--- src/rtl/hms_display_scan.sv ---
// hms_display_scan: snapshots HH:MM:SS once per frame, converts to BCD by repeated subtraction, and scans a 6-digit 7-segment display.
module hms_display_scan #(
  parameter int P_HOUR_BIT   = 5,
  parameter int P_MIN_BIT    = 6,
  parameter int P_SEC_BIT    = 6,
  parameter int P_SCAN_DIV   = 1000,
  parameter int P_ACTIVE_LOW = 1
) (
  input  logic                  clk,
  input  logic                  reset,
  input  logic [P_HOUR_BIT-1:0] hour,
  input  logic [P_MIN_BIT-1:0]  minute,
  input  logic [P_SEC_BIT-1:0]  second,
  input  logic                  blank,
  output logic [5:0]            o_an,
  output logic [6:0]            o_seg,
  output logic                  o_dp,
  output logic                  o_commit
);
  localparam int CW = $clog2(P_SCAN_DIV);
  localparam int HM = P_HOUR_BIT > P_MIN_BIT ? P_HOUR_BIT : P_MIN_BIT;
  localparam int VW = HM > P_SEC_BIT ? HM : P_SEC_BIT;
  localparam logic INV = P_ACTIVE_LOW != 0;
  if (P_SCAN_DIV < 24) begin : g_div_check
    $error("P_SCAN_DIV must be >= 24 so conversion finishes inside slot 5");
  end
  typedef enum logic [2:0] {IDLE, SEC, MIN, HOUR, DONE} state_t;
  state_t state, state_n;
  logic [CW-1:0] cnt;
  logic [2:0] idx, fb;
  logic [VW-1:0] s_hour, s_min, s_sec, rem;
  logic [3:0] tens;
  logic [3:0] c_d [6];
  logic [3:0] d [6];
  logic h_bad, m_bad, s_bad;
  logic tc, snap, wrap, field, cur_bad, dp_raw;
  logic [6:0] seg_raw;
  logic [5:0] an_raw;
  function automatic logic [6:0] seg7(input logic [3:0] v);
    case (v)
      4'd0: return 7'h3F;
      4'd1: return 7'h06;
      4'd2: return 7'h5B;
      4'd3: return 7'h4F;
      4'd4: return 7'h66;
      4'd5: return 7'h6D;
      4'd6: return 7'h7D;
      4'd7: return 7'h07;
      4'd8: return 7'h7F;
      4'd9: return 7'h6F;
      default: return 7'h40;
    endcase
  endfunction
  always_comb begin
    tc = cnt == CW'(P_SCAN_DIV - 1);
    snap = tc && idx == 3'd4;
    wrap = tc && idx == 3'd5;
    field = state == SEC || state == MIN || state == HOUR;
    fb = state == SEC ? 3'd0 : state == MIN ? 3'd2 : 3'd4;
    state_n = state;
    case (state)
      IDLE: if (snap) state_n = SEC;
      SEC: if (rem < VW'(10)) state_n = MIN;
      MIN: if (rem < VW'(10)) state_n = HOUR;
      HOUR: if (rem < VW'(10)) state_n = DONE;
      DONE: if (wrap) state_n = IDLE;
      default: state_n = IDLE;
    endcase
  end
  always_comb begin
    cur_bad = idx < 3'd2 ? s_bad : idx < 3'd4 ? m_bad : h_bad;
    seg_raw = cur_bad ? 7'h40 : seg7(d[idx]);
    an_raw = 6'd1 << idx;
    dp_raw = (idx == 3'd2 || idx == 3'd4) && !d[0][0] && !s_bad;
  end
  always_ff @(posedge clk) state <= reset ? IDLE : state_n;
  always_ff @(posedge clk) begin
    if (reset) begin
      cnt <= '0;
      idx <= '0;
      s_hour <= '0;
      s_min <= '0;
      s_sec <= '0;
      rem <= '0;
      tens <= '0;
      c_d <= '{default: '0};
      d <= '{default: '0};
      h_bad <= 1'b0;
      m_bad <= 1'b0;
      s_bad <= 1'b0;
      o_an <= {6{INV}};
      o_seg <= {7{INV}};
      o_dp <= INV;
      o_commit <= 1'b0;
    end else begin
      cnt <= tc ? '0 : cnt + 1'b1;
      if (tc) idx <= idx == 3'd5 ? 3'd0 : idx + 3'd1;
      if (snap && state == IDLE) begin
        s_hour <= VW'(hour);
        s_min <= VW'(minute);
        s_sec <= VW'(second);
        rem <= VW'(second);
        tens <= '0;
      end else if (field) begin
        if (rem >= VW'(10)) begin
          rem <= rem - VW'(10);
          tens <= tens + 4'd1;
        end else begin
          c_d[fb] <= rem[3:0];
          c_d[fb + 3'd1] <= tens;
          rem <= state == SEC ? s_min : s_hour;
          tens <= '0;
        end
      end
      o_commit <= wrap && state == DONE;
      if (wrap && state == DONE) begin
        d <= c_d;
        h_bad <= s_hour > VW'(23);
        m_bad <= s_min > VW'(59);
        s_bad <= s_sec > VW'(59);
      end
      o_an <= {6{INV}} ^ (blank ? 6'd0 : an_raw);
      o_seg <= {7{INV}} ^ (blank ? 7'd0 : seg_raw);
      o_dp <= INV ^ (!blank && dp_raw);
    end
  end
endmodule

--- config.mk ---
export PLATFORM = sky130hd
export DESIGN_NAME = hms_display_scan
export DESIGN_NICKNAME = d
export VERILOG_FILES = /design/src/rtl/hms_display_scan.sv
export SDC_FILE = /design/constraint.sdc
export NUM_CORES = 1
export LEC_CHECK = 0
export BUFFER_PORTS_ARGS = -buffer_cell sky130_fd_sc_hd__buf_2
export CAP_MARGIN = 15
export CORE_UTILIZATION = 30
export DETAILED_ROUTE_END_ITERATION = 8
export GPL_TIMING_DRIVEN = 0
export HOLD_SLACK_MARGIN = 0.03
export PLACE_DENSITY = 0.53
export SLEW_MARGIN = 20
export SYNTH_ARGS = -nofsm -noshare
export SYNTH_HDL_FRONTEND = slang
export SYNTH_SLANG_ARGS = --single-unit
--- constraint.sdc ---
create_clock -name clk -period 2.15 [get_ports clk]
set_input_delay 0.1075 -clock clk [delete_from_list [all_inputs] [get_ports clk]]
set_output_delay 0.1075 -clock clk [all_outputs]
set_load 0.005 [all_outputs]
==> run summary, run 1 <==
CTS Buf Count - 9
worst-path maximum fanout - 10
Max Freq - 489 MHz
Post-DP HPWL - 8130 um
cells after synthesis - 536
GRT Overall Usage - 0.151
number of iterations in the first detailed-routing pass - 4
vias in the first global route - 3,586
CTS Root Cell - clkbuf_16
Core Box Area - 0.0148 mm^2
main flop type after synthesis - dfxtp_1
Max stage delay on crit path - 0.53 ns
Worst Hold Class - in2reg
CP max-delay cell - or4_4
Arr. time, crit path - 2.33 ns
Max-slew headroom - 0.553
n_diodes - 0
Clock transition at path regs - 0.07 ns
crit path kind - reg2reg
#FFs+latches synth - 107
Max IR drop VDD - 0.000649 V
DIE WIDTH - 126 um
Worst path most repeated cell - buf_6
nets - 636
Critical path buffers and inverters - 3
Async SR Flop Fraction - 0
Maximum Capacitance Violations - 0
antenna violations before repair - 0
io pins - 35
EDFF count, synth - 0
worst skew pair latency - 0.36 ns
Layout Cells excl Fill - 795
crit path time final - 2.04 ns
Final setup viols - 0
syn nets - 566
Crit. End Element - flop
pwr/cell area - 772 mW/mm^2
CTS tree - done
clk_skew - 0.00686 ns
Layout area overhead - 24.2%
antenna-violating nets left - 0
synthesized cell area - 0.00459 mm^2
Final period util - 0.950
routed len/inst - 14.3 um
Hold Fails Final Rpt - 0
count of cell types in the netlist - 47
Die Y - 126 um
CTS HTree Levels - 3
layout cells sized above 1 - 0.188
hold_ws - 0.0354 ns
total gr overflow - 0
site row count - 44
dpl cells - 754
Vias/cell - 4.72
yosys synthesis warning count - 0
WP data required - 2.44 ns
synthesized area per cell - 8.57 um^2
first-pass GRT wire length - 18,400 um
initial drt markers - 247
DRT Wirelength - 11,400 um
CP Launch Type - flop
Largest delay share family, worst path - simple AND/OR/NAND/NOR gates
Residual DRC - 0
reg-to-reg startpoint - cnt[3]$_SDFF_PP0_
clk buf depth - 2
die area - 0.0158 mm^2
status - complete, no violations
Hold Startpoint - second[3]
register area share after synthesis - 0.466
starting density of the core - 0.311
Max Slew Vio Count - 0
largest net degree at the start of global routing - 18
CP Cell Sequence - or2_4 > or4_4 > buf_6 > nor4_4 > buf_6 > buf_6 > nand2_1 > a21oi_2
clock sink count - 107
total number of vias - 3,750
Worst setup startpoint - cnt[3]$_SDFF_PP0_
Leak - 2.13 nW
Worst Tran Pin Value - 0.670 ns
Port-buffer cells - 34
gp weighted congestion - 0.854
## what timing repair did
item,4_1_cts,5_1_grt
setup endpoints to repair,80,69
resized for setup,13,19
hold endpoints to repair,16,0
buffers inserted,7,6
hold buffers,14,0
pin swaps,4,1
## metal layers
metal	vias up	share of wire	wire (um)	global-route usage
met2	63	0.45	5150	0.240
met5	-	0	0	0
li1	1969	-	-	-
met3	13	0.043	491	0.0429
met4	0	0.011	121	0.0468
met1	1705	0.49	5600	0.197
## worst reg2reg max path, stage by stage (launching register included)
cell     delay [ns]
dfxtp_2        0.35
or2_4          0.27
or4_4          0.53
buf_6          0.15
nor4_4         0.14
buf_6          0.17
buf_6          0.14
nand2_1        0.09
a21oi_2        0.13
## final timing paths
kind | cells past startpoint | endpoint | slack [ns]
min | 3 | s_sec[3]$_SDFFE_PP0P_ | 0.04
min reg2reg | 1 | cnt[0]$_SDFF_PP0_ | 0.45
max reg2reg | 8 | d[12]$_SDFFE_PP0P_ | 0.11
max | 8 | d[12]$_SDFFE_PP0P_ | 0.11
## where the power goes
| group | total (mW) | internal (mW) | switching, mW | leakage [nW] |
|---|---|---|---|---|
| registers | 2.06 | 2.01 | 0.0447 | 0.866 |
| logic | 0.387 | 0.152 | 0.236 | 1.09 |
| clock network | 1.96 | 1.21 | 0.751 | 0.176 |
## cell usage in the layout, fill, tap and decap left out, drive strengths merged, types with 3 or more instances in the layout
cell	instances
nand3b	3
nor3	10
ha	10
a31oi	3
nor4	4
o21ai	10
buf	52
a32oi	4
a211oi	5
mux2i	37
nand2	114
and3	3
clkbuf	35
nand2b	6
dfxtp	107
mux2	6
nand3	20
bufinv	3
xor2	4
dlygate4sd3	14
or3	3
xnor2	7
a21oi	61
nand4	4
nor2	52
inv	12
## cells in the mapped netlist (5+ instances only)
| cell type | number | area [um^2] |
|---|---|---|
| o21ai_0 | 10 | 50.1 |
| xnor2_1 | 7 | 61.3 |
| a211oi_1 | 5 | 37.5 |
| clkbuf_1 | 25 | 93.8 |
| a21oi_2 | 13 | 114 |
| nand2b_1 | 6 | 37.5 |
| nor3_1 | 9 | 45.0 |
| nand2_1 | 114 | 428 |
| ha_1 | 10 | 125 |
| nand3_1 | 20 | 100 |
| nor2_1 | 52 | 195 |
| a21oi_1 | 48 | 240 |
| inv_1 | 11 | 41.3 |
| mux2i_1 | 37 | 370 |
| mux2_2 | 6 | 67.6 |
| dfxtp_1 | 107 | 2140 |
## sequential cells by signal, indices dropped and copies added (netlist names), 3 cells and up
| name | flops |
|---|---|
| c_d | 24 |
| cnt | 10 |
| d | 24 |
| idx | 3 |
| o_an | 6 |
| o_seg | 7 |
| rem | 6 |
| s_hour | 5 |
| s_min | 6 |
| s_sec | 4 |
| state | 3 |
| tens | 4 |
## stage by stage
stage	setup WS, ns	setup TNS [ns]	power, mW	instance area (um^2)	utilization
3_5_place_dp	-0.489	-17.09	2.46	5000	0.339
4_1_cts	0.00774	0	4.44	5600	0.379
3_3_place_gp	-0.451	-15.00	2.45	5000	0.339
2_1_floorplan	0.0382	0	2.34	4600	-
5_1_grt	-0.0210	-0.0218	4.60	5700	0.387
6_report	0.107	0	4.41	5700	0.387
## cells by family after synthesis
| kind of cell | share of synthesized area |
|---|---|
| AOI/OAI and AO/OA | 0.129 |
| muxes | 0.0953 |
| and+or+nand+nor | 0.221 |
| adders and majority gates | 0.0272 |
| buffers and inverters | 0.0398 |
| xor gates and xnor gates | 0.0210 |
| DFF | 0.466 |
## layout make-up
| cell class | count | area, um^2 |
|---|---|---|
| fillers | 1533 | 9050 |
| inverters | 11 | 41.3 |
| multi-input cells | 387 | 2360 |
| flip-flops and latches | 107 | 2150 |
| well taps | 184 | 230 |
| plain buffers | 29 | 155 |
| repair buffers | 61 | 412 |
| clock buffers | 11 | 253 |
| clock inverters | 5 | 108 |
Note: power is estimated with default switching activity, not from simulation.
==> inputs of run 2 (changes only) <==
--- a/config.mk
+++ b/config.mk
@@ -7,11 +7,11 @@
 export LEC_CHECK = 0
 export BUFFER_PORTS_ARGS = -buffer_cell sky130_fd_sc_hd__buf_2
 export CAP_MARGIN = 15
-export CORE_UTILIZATION = 30
+export CORE_UTILIZATION = 54
 export DETAILED_ROUTE_END_ITERATION = 8
 export GPL_TIMING_DRIVEN = 0
 export HOLD_SLACK_MARGIN = 0.03
-export PLACE_DENSITY = 0.53
+export PLACE_DENSITY = 0.82
 export SLEW_MARGIN = 20
 export SYNTH_ARGS = -nofsm -noshare
 export SYNTH_HDL_FRONTEND = slang
==> run summary, run 2 (same netlist as run 1, synthesis figures left out) <==
status - complete, no violations
post-route cell area - 0.00548 mm^2 (-4.0%)
total number of vias - 3,945 (+5.2%)
Crit. End Element - flop
Layout Cells excl Fill - 717 (-9.8%)
die area - 0.00888 mm^2 (-44%)
Vias/cell - 5.50 (+17%)
starting density of the core - 0.559 (+0.248)
area post-placement - 0.00490 mm^2 (-2.0%)
RSZ-0062 raised after global routing - false
vias in the first global route - 3,810 (+6.2%)
hold_ws - 0.170 ns (+0.135 ns)
routed len/inst - 14.9 um (+4.2%)
Post-DP HPWL - 7520 um (-7.5%)
Combinational Power Share - 0.106 (+0.018)
clock sink count - 107 (unchanged)
Sw Ratio - 0.251 (+0.0168)
Clk pwr share - 0.343 (-0.102)
crit path time final - 2.07 ns (+0.0244 ns)
gp weighted congestion - 0.856 (+0.30%)
largest net degree at the start of global routing - 17 (-1)
Layout area overhead - 19.2%
net switching power - 0.938 mW (-9.1%)
Final Util - 0.666 (+0.280)
crit path kind - reg2reg
io pins - 35 (unchanged)
largest registers - c_d x24, d x24, cnt x10
number of iterations in the first detailed-routing pass - 6 (+2)
Clock transition at path regs - 0.10 ns (+0.03 ns)
sequential power share - 0.550 (+0.083)
first-pass GRT wire length - 17,700 um (-3.9%)
Max Freq - 484 MHz (-1.2%)
Worst path most repeated cell - buf_6
Maximum Capacitance Violations - 0 (unchanged)
Core Box Area - 0.00822 mm^2 (-44%)
CP Cell Sequence - or2_4 > or4_4 > buf_6 > nor4_4 > buf_6 > buf_6 > nand2_1 > a21oi_1
CP Launch Type - flop
CTS Buf Count - 9 (unchanged)
Residual DRC - 0 (unchanged)
clk buf depth - 2 (unchanged)
Hold Fails Final Rpt - 0 (unchanged)
DP Worst Slack - -0.424 ns (+0.0652 ns)
GRT Overall Usage - 0.258 (+0.108)
final setup margin - 0.0821 ns (-0.0244 ns)
Max IR drop VDD - 0.000567 V (-13%)
Max Slew Vio Count - 0 (unchanged)
Worst Hold Class - in2reg
site row count - 33 (-25%)
total gr overflow - 0 (unchanged)
WP data required - 2.44 ns (about the same)
Port-buffer cells - 34 (unchanged)
antenna violations before repair - 0 (unchanged)
clk_skew - 0.0129 ns (+0.00605 ns)
cell-internal power - 2.80 mW (-17%)
CP max-delay cell - or4_4
Final setup viols - 0 (unchanged)
Die Y - 94.2 um (-25%)
Max-slew headroom - 0.552 (-0.000901)
worst-path maximum fanout - 10 (unchanged)
initial drt markers - 256 (+3.6%)
Max stage delay on crit path - 0.53 ns (about the same)
nets - 637 (+0.16%)
CTS HTree Levels - 3 (unchanged)
most frequent cells in the layout - nand2_1 (113), dfxtp_1 (105), nor2_1 (50), a21oi_1 (46), mux2i_1 (37)
CTS tree - done
layout cells sized above 1 - 0.180 (-0.00848)
n_diodes - 0 (unchanged)
antenna-violating nets left - 0 (unchanged)
Tot Pwr - 3.74 mW (-15%)
sum of negative setup slack - 0 ns (unchanged)
worst skew pair latency - 0.37 ns (about the same)
commonest non-fill, non-tap cell in the layout - nand2_1
DRT Wirelength - 10,700 um (-6.0%)
CTS Root Cell - clkbuf_8
Final period util - 0.962 (+0.0114)
DIE WIDTH - 94.2 um (-25%)
Arr. time, crit path - 2.36 ns (+0.03 ns)
dpl cells - 675 (-10%)
Leak - 2.06 nW (-3.2%)
Worst Tran Pin Value - 0.671 ns (+0.00135 ns)
pwr/cell area - 683 mW/mm^2 (-12%)
==> run 2: worst paths after layout <==
| check | from | end | slack, ns | cells past startpoint |
|---|---|---|---|---|
| setup reg to reg | cnt[3]$_SDFF_PP0_ | m_bad$_SDFFE_PP0P_ | 0.08 | 8 |
| setup / recovery | cnt[3]$_SDFF_PP0_ | m_bad$_SDFFE_PP0P_ | 0.08 | 8 |
| hold reg to reg | s_sec[3]$_SDFFE_PP0P_ | s_sec[3]$_SDFFE_PP0P_ | 0.46 | 2 |
| hold / removal | reset | o_an[3]$_SDFF_PP1_ | 0.17 | 3 |
==> run 2: final cells by class <==
class / instances / area, um^2
fill: 640 / 2740
clock inverter: 4 / 47.5
clock buffer: 12 / 165
tap: 105 / 131
inverter: 11 / 41.3
buffer: 29 / 153
multi-input combinational: 387 / 2360
sequential: 107 / 2140
timing repair buffer: 62 / 429
==> run 2: timing repair <==
item	4_1_cts	5_1_grt
hold buffers	18	0
hold endpoints to repair	21	0
buffers inserted	9	1
resized for setup	13	16
pin swaps	4	1
setup endpoints to repair	73	66
==> run 2: worst max-delay path, delay by kind of cell, from the launching register on <==
kind / cells / cell delay [ns]
buffers and inverters: 3 / 0.45
AO/OA/AOI/OAI: 1 / 0.14
flip-flops: 1 / 0.37
AND/OR/NAND/NOR: 4 / 1.03
==> run 2: routing by layer <==
layer | vias to the layer above | GRT usage | part of all wire
met1 | 1853 | 0.314 | 0.44
met4 | 0 | 0.0897 | 0.014
li1 | 1960 | - | -
met3 | 19 | 0.0518 | 0.045
met2 | 113 | 0.449 | 0.50
met5 | - | 0 | 0
==> run 2: power groups by stage <==
stage | registers, mW | clock network (mW) | logic (mW)
finish | 2.06 | 1.28 | 0.397
global route | 2.06 | 1.38 | 0.434
CTS | 2.05 | 1.30 | 0.380
detailed placement | 2.10 | 0 | 0.350
global placement | 2.10 | 0 | 0.338
floorplan | 2.08 | 0 | 0.253
==> inputs of run 3 (changes only) <==
--- a/config.mk
+++ b/config.mk
@@ -5,13 +5,16 @@
 export SDC_FILE = /design/constraint.sdc
 export NUM_CORES = 1
 export LEC_CHECK = 0
+export ABC_AREA = 1
 export BUFFER_PORTS_ARGS = -buffer_cell sky130_fd_sc_hd__buf_2
 export CAP_MARGIN = 15
-export CORE_UTILIZATION = 54
+export CORE_MARGIN = 8
+export CORE_UTILIZATION = 53
 export DETAILED_ROUTE_END_ITERATION = 8
+export GPL_ROUTABILITY_DRIVEN = 0
 export GPL_TIMING_DRIVEN = 0
 export HOLD_SLACK_MARGIN = 0.03
-export PLACE_DENSITY = 0.82
+export PLACE_DENSITY = 0.81
 export SLEW_MARGIN = 20
 export SYNTH_ARGS = -nofsm -noshare
 export SYNTH_HDL_FRONTEND = slang
==> run summary, run 3 <==
DRT Wirelength - 11,000 um (+2.9%)
DIE WIDTH - 109 um (+15%)
dpl cells - 749 (+11%)
EDFF count, synth - 0 (unchanged)
sum of negative setup slack - 0 ns (unchanged)
count of cell types in the netlist - 35 (-26%)
Worst path most repeated cell - nand2_1
CP Launch Type - flop
Max IR drop VDD - 0.000580 V (+2.3%)
clk_skew - 0.00954 ns (-0.00337 ns)
crit path time final - 1.97 ns (-0.101 ns)
WL met2 - 5200 um (-3.3%)
clk buf depth - 2 (unchanged)
largest registers - c_d x24, d x24, cnt x10
status - complete, no violations
Layout Cells excl Fill - 781 (+8.9%)
hold_ws - 0.0893 ns (-0.0809 ns)
top layer in use - met4
CP Cell Sequence - ha_1 > nand2_1 > inv_1 > nand2_1 > nor3_4 > nand3_2 > clkbuf_1 > o21ai_0 > a21oi_1
largest cells by area after synthesis - dfxtp_1 (47%), nand2_1 (11%), a21oi_1 (7.5%)
Critical path buffers and inverters - 2 (-1)
antenna violations before repair - 0 (unchanged)
RSZ-0062 raised after global routing - false
first-pass GRT wire length - 18,200 um (+2.5%)
DR WL met3 - 791 um (+65%)
pwr/cell area - 947 mW/mm^2 (+39%)
main flop type after synthesis - dfxtp_1
DP Worst Slack - 0.0577 ns (+0.481 ns)
crit path kind - reg2reg
number of iterations in the first detailed-routing pass - 5 (-1)
Leak - 2.21 nW (+7.1%)
starting density of the core - 0.550 (-0.00946)
CTS Root Cell - clkbuf_8
Clock transition at path regs - 0.10 ns (about the same)
nets - 701 (+10%)
Port-buffer cells - 34 (unchanged)
Maximum Capacitance Violations - 0 (unchanged)
Largest delay share family, worst path - simple AND/OR/NAND/NOR gates
vias in the first global route - 3,945 (+3.5%)
syn nets - 640 (+13%)
worst skew pair latency - 0.38 ns (about the same)
area post-placement - 0.00484 mm^2 (-1.3%)
site row count - 33 (unchanged)
most frequent cells in the layout - nand2_1 (134), dfxtp_1 (106), inv_1 (68), nor2_1 (68), a21oi_1 (67)
Max Slew Vio Count - 0 (unchanged)
clock sink count - 107 (unchanged)
Final period util - 0.915 (-0.0470)
total number of vias - 4,160 (+5.4%)
synthesized area per cell - 7.44 um^2 (-13%)
Max-slew headroom - 0.603 (+0.0504)
Vias/cell - 5.33 (-3.2%)
layout cells sized above 1 - 0.114 (-0.0658)
initial drt markers - 320 (+25%)
register area share after synthesis - 0.472 (+0.00566)
most frequent cell after synthesis - nand2_1
Max Freq - 508 MHz (+5.1%)
commonest non-fill, non-tap cell in the layout - nand2_1
Async SR Flop Fraction - 0 (unchanged)
#FFs+latches synth - 107 (unchanged)
post-synth top area share - 0.472 (+0.00566)
Die Y - 109 um (+15%)
Final Util - 0.632 (-0.0341)
Core Box Area - 0.00826 mm^2 (+0.50%)
Layout area overhead - 15.1%
antenna-violating nets left - 0 (unchanged)
Worst Hold Class - in2reg
yosys synthesis warning count - 0 (unchanged)
Worst Tran Pin Value - 0.596 ns (-0.0756 ns)
Arr. time, crit path - 2.23 ns (-0.13 ns)
CTS HTree Levels - 3 (unchanged)
Hold Fails Final Rpt - 0 (unchanged)
Residual DRC - 0 (unchanged)
total gr overflow - 0 (unchanged)
WP data required - 2.41 ns (-0.03 ns)
io pins - 35 (unchanged)
CTS tree - done
Final setup viols - 0 (unchanged)
Post-DP HPWL - 7920 um (+5.3%)
routed len/inst - 14.1 um (-5.5%)
post-route cell area - 0.00522 mm^2 (-4.6%)
biggest area consumer among synthesized cells - dfxtp_1
n_diodes - 0 (unchanged)
Tot Pwr - 4.94 mW (+32%)
final setup margin - 0.183 ns (+0.101 ns)
GRT Overall Usage - 0.194 (-0.0648)
Crit. End Element - flop
CTS Buf Count - 9 (unchanged)
worst-path maximum fanout - 10 (unchanged)
met1 wire length - 4740 um (+1.5%)
largest net degree at the start of global routing - 19 (+2)
synthesized cell area - 0.00454 mm^2 (-1.2%)
Max stage delay on crit path - 0.38 ns (-0.15 ns)
CP max-delay cell - dfxtp_1
die area - 0.0118 mm^2 (+33%)
synth cell count leaders - nand2_1 (134), dfxtp_1 (107), a21oi_1 (68), inv_1 (68), nor2_1 (68)
cells after synthesis - 610 (+14%)
==> run 3: cell types whose count changed in the layout (fill, tap and decap cells not counted), moves of 10 or more <==
cell	delta
a21oi_1	+21
a21oi_2	-14
clkbuf_1	-10
inv_1	+57
mux2i_1	-37
nand2_1	+21
nand3_1	+20
nor2_1	+18
o21a_1	+10
o21ai_0	+34
==> run 3: final cells by class <==
cell class              count  area (um^2)
plain buffers              20          100
multi-input cells         411         2040
flip-flops and latches    107         2140
clock buffers              10          138
inverters                  72          272
clock inverters             6         71.3
fillers                   759         3040
repair buffers             50          330
well taps                 105          131
==> run 3: cell families after synthesis <==
kind of cell | synth area share
and+or+nand+nor | 0.253
AOI/OAI and AO/OA | 0.158
DFF | 0.472
adders and majority gates | 0.0276
xor gates and xnor gates | 0.00772
buffers and inverters | 0.0819
==> run 3: worst reg2reg max path, cell delays in order, from the launching register on <==
cell	delay, ns
dfxtp_1	0.38
ha_1	0.18
nand2_1	0.07
inv_1	0.07
nand2_1	0.10
nor3_4	0.26
nand3_2	0.19
clkbuf_1	0.25
o21ai_0	0.28
a21oi_1	0.07
==> run 3: power breakdown <==
part | switching (mW) | total [mW] | internal (mW)
Sequential | 0.182 | 2.41 | 2.23
Combinational | 0.838 | 1.24 | 0.400
Clock | 0.711 | 1.29 | 0.583
==> run 3: final timing paths <==
kind	end	cells past startpoint	from	slack (ns)
worst min-delay path	o_an[3]$_SDFF_PP1_	3	reset	0.09
worst max-delay path	d[20]$_SDFFE_PP0P_	9	cnt[0]$_SDFF_PP0_	0.18
worst min register to register	d[22]$_SDFFE_PP0P_	2	d[22]$_SDFFE_PP0P_	0.46
worst max register to register	d[20]$_SDFFE_PP0P_	9	cnt[0]$_SDFF_PP0_	0.18
==> run 3: timing repair <==
| action | 4_1_cts | 5_1_grt |
|---|---|---|
| hold buffers | 16 | 0 |
| setup endpoints to repair | 0 | 5 |
| gates resized for setup | 0 | 3 |
| setup buffers | 0 | 0 |
| hold endpoints to repair | 18 | 0 |
==> run 3: layer usage <==
metal | up-vias | GRT usage
met4 | 0 | 0.0880
met2 | 144 | 0.327
met5 | - | 0
met3 | 25 | 0.0458
met1 | 1894 | 0.228
li1 | 2097 | -
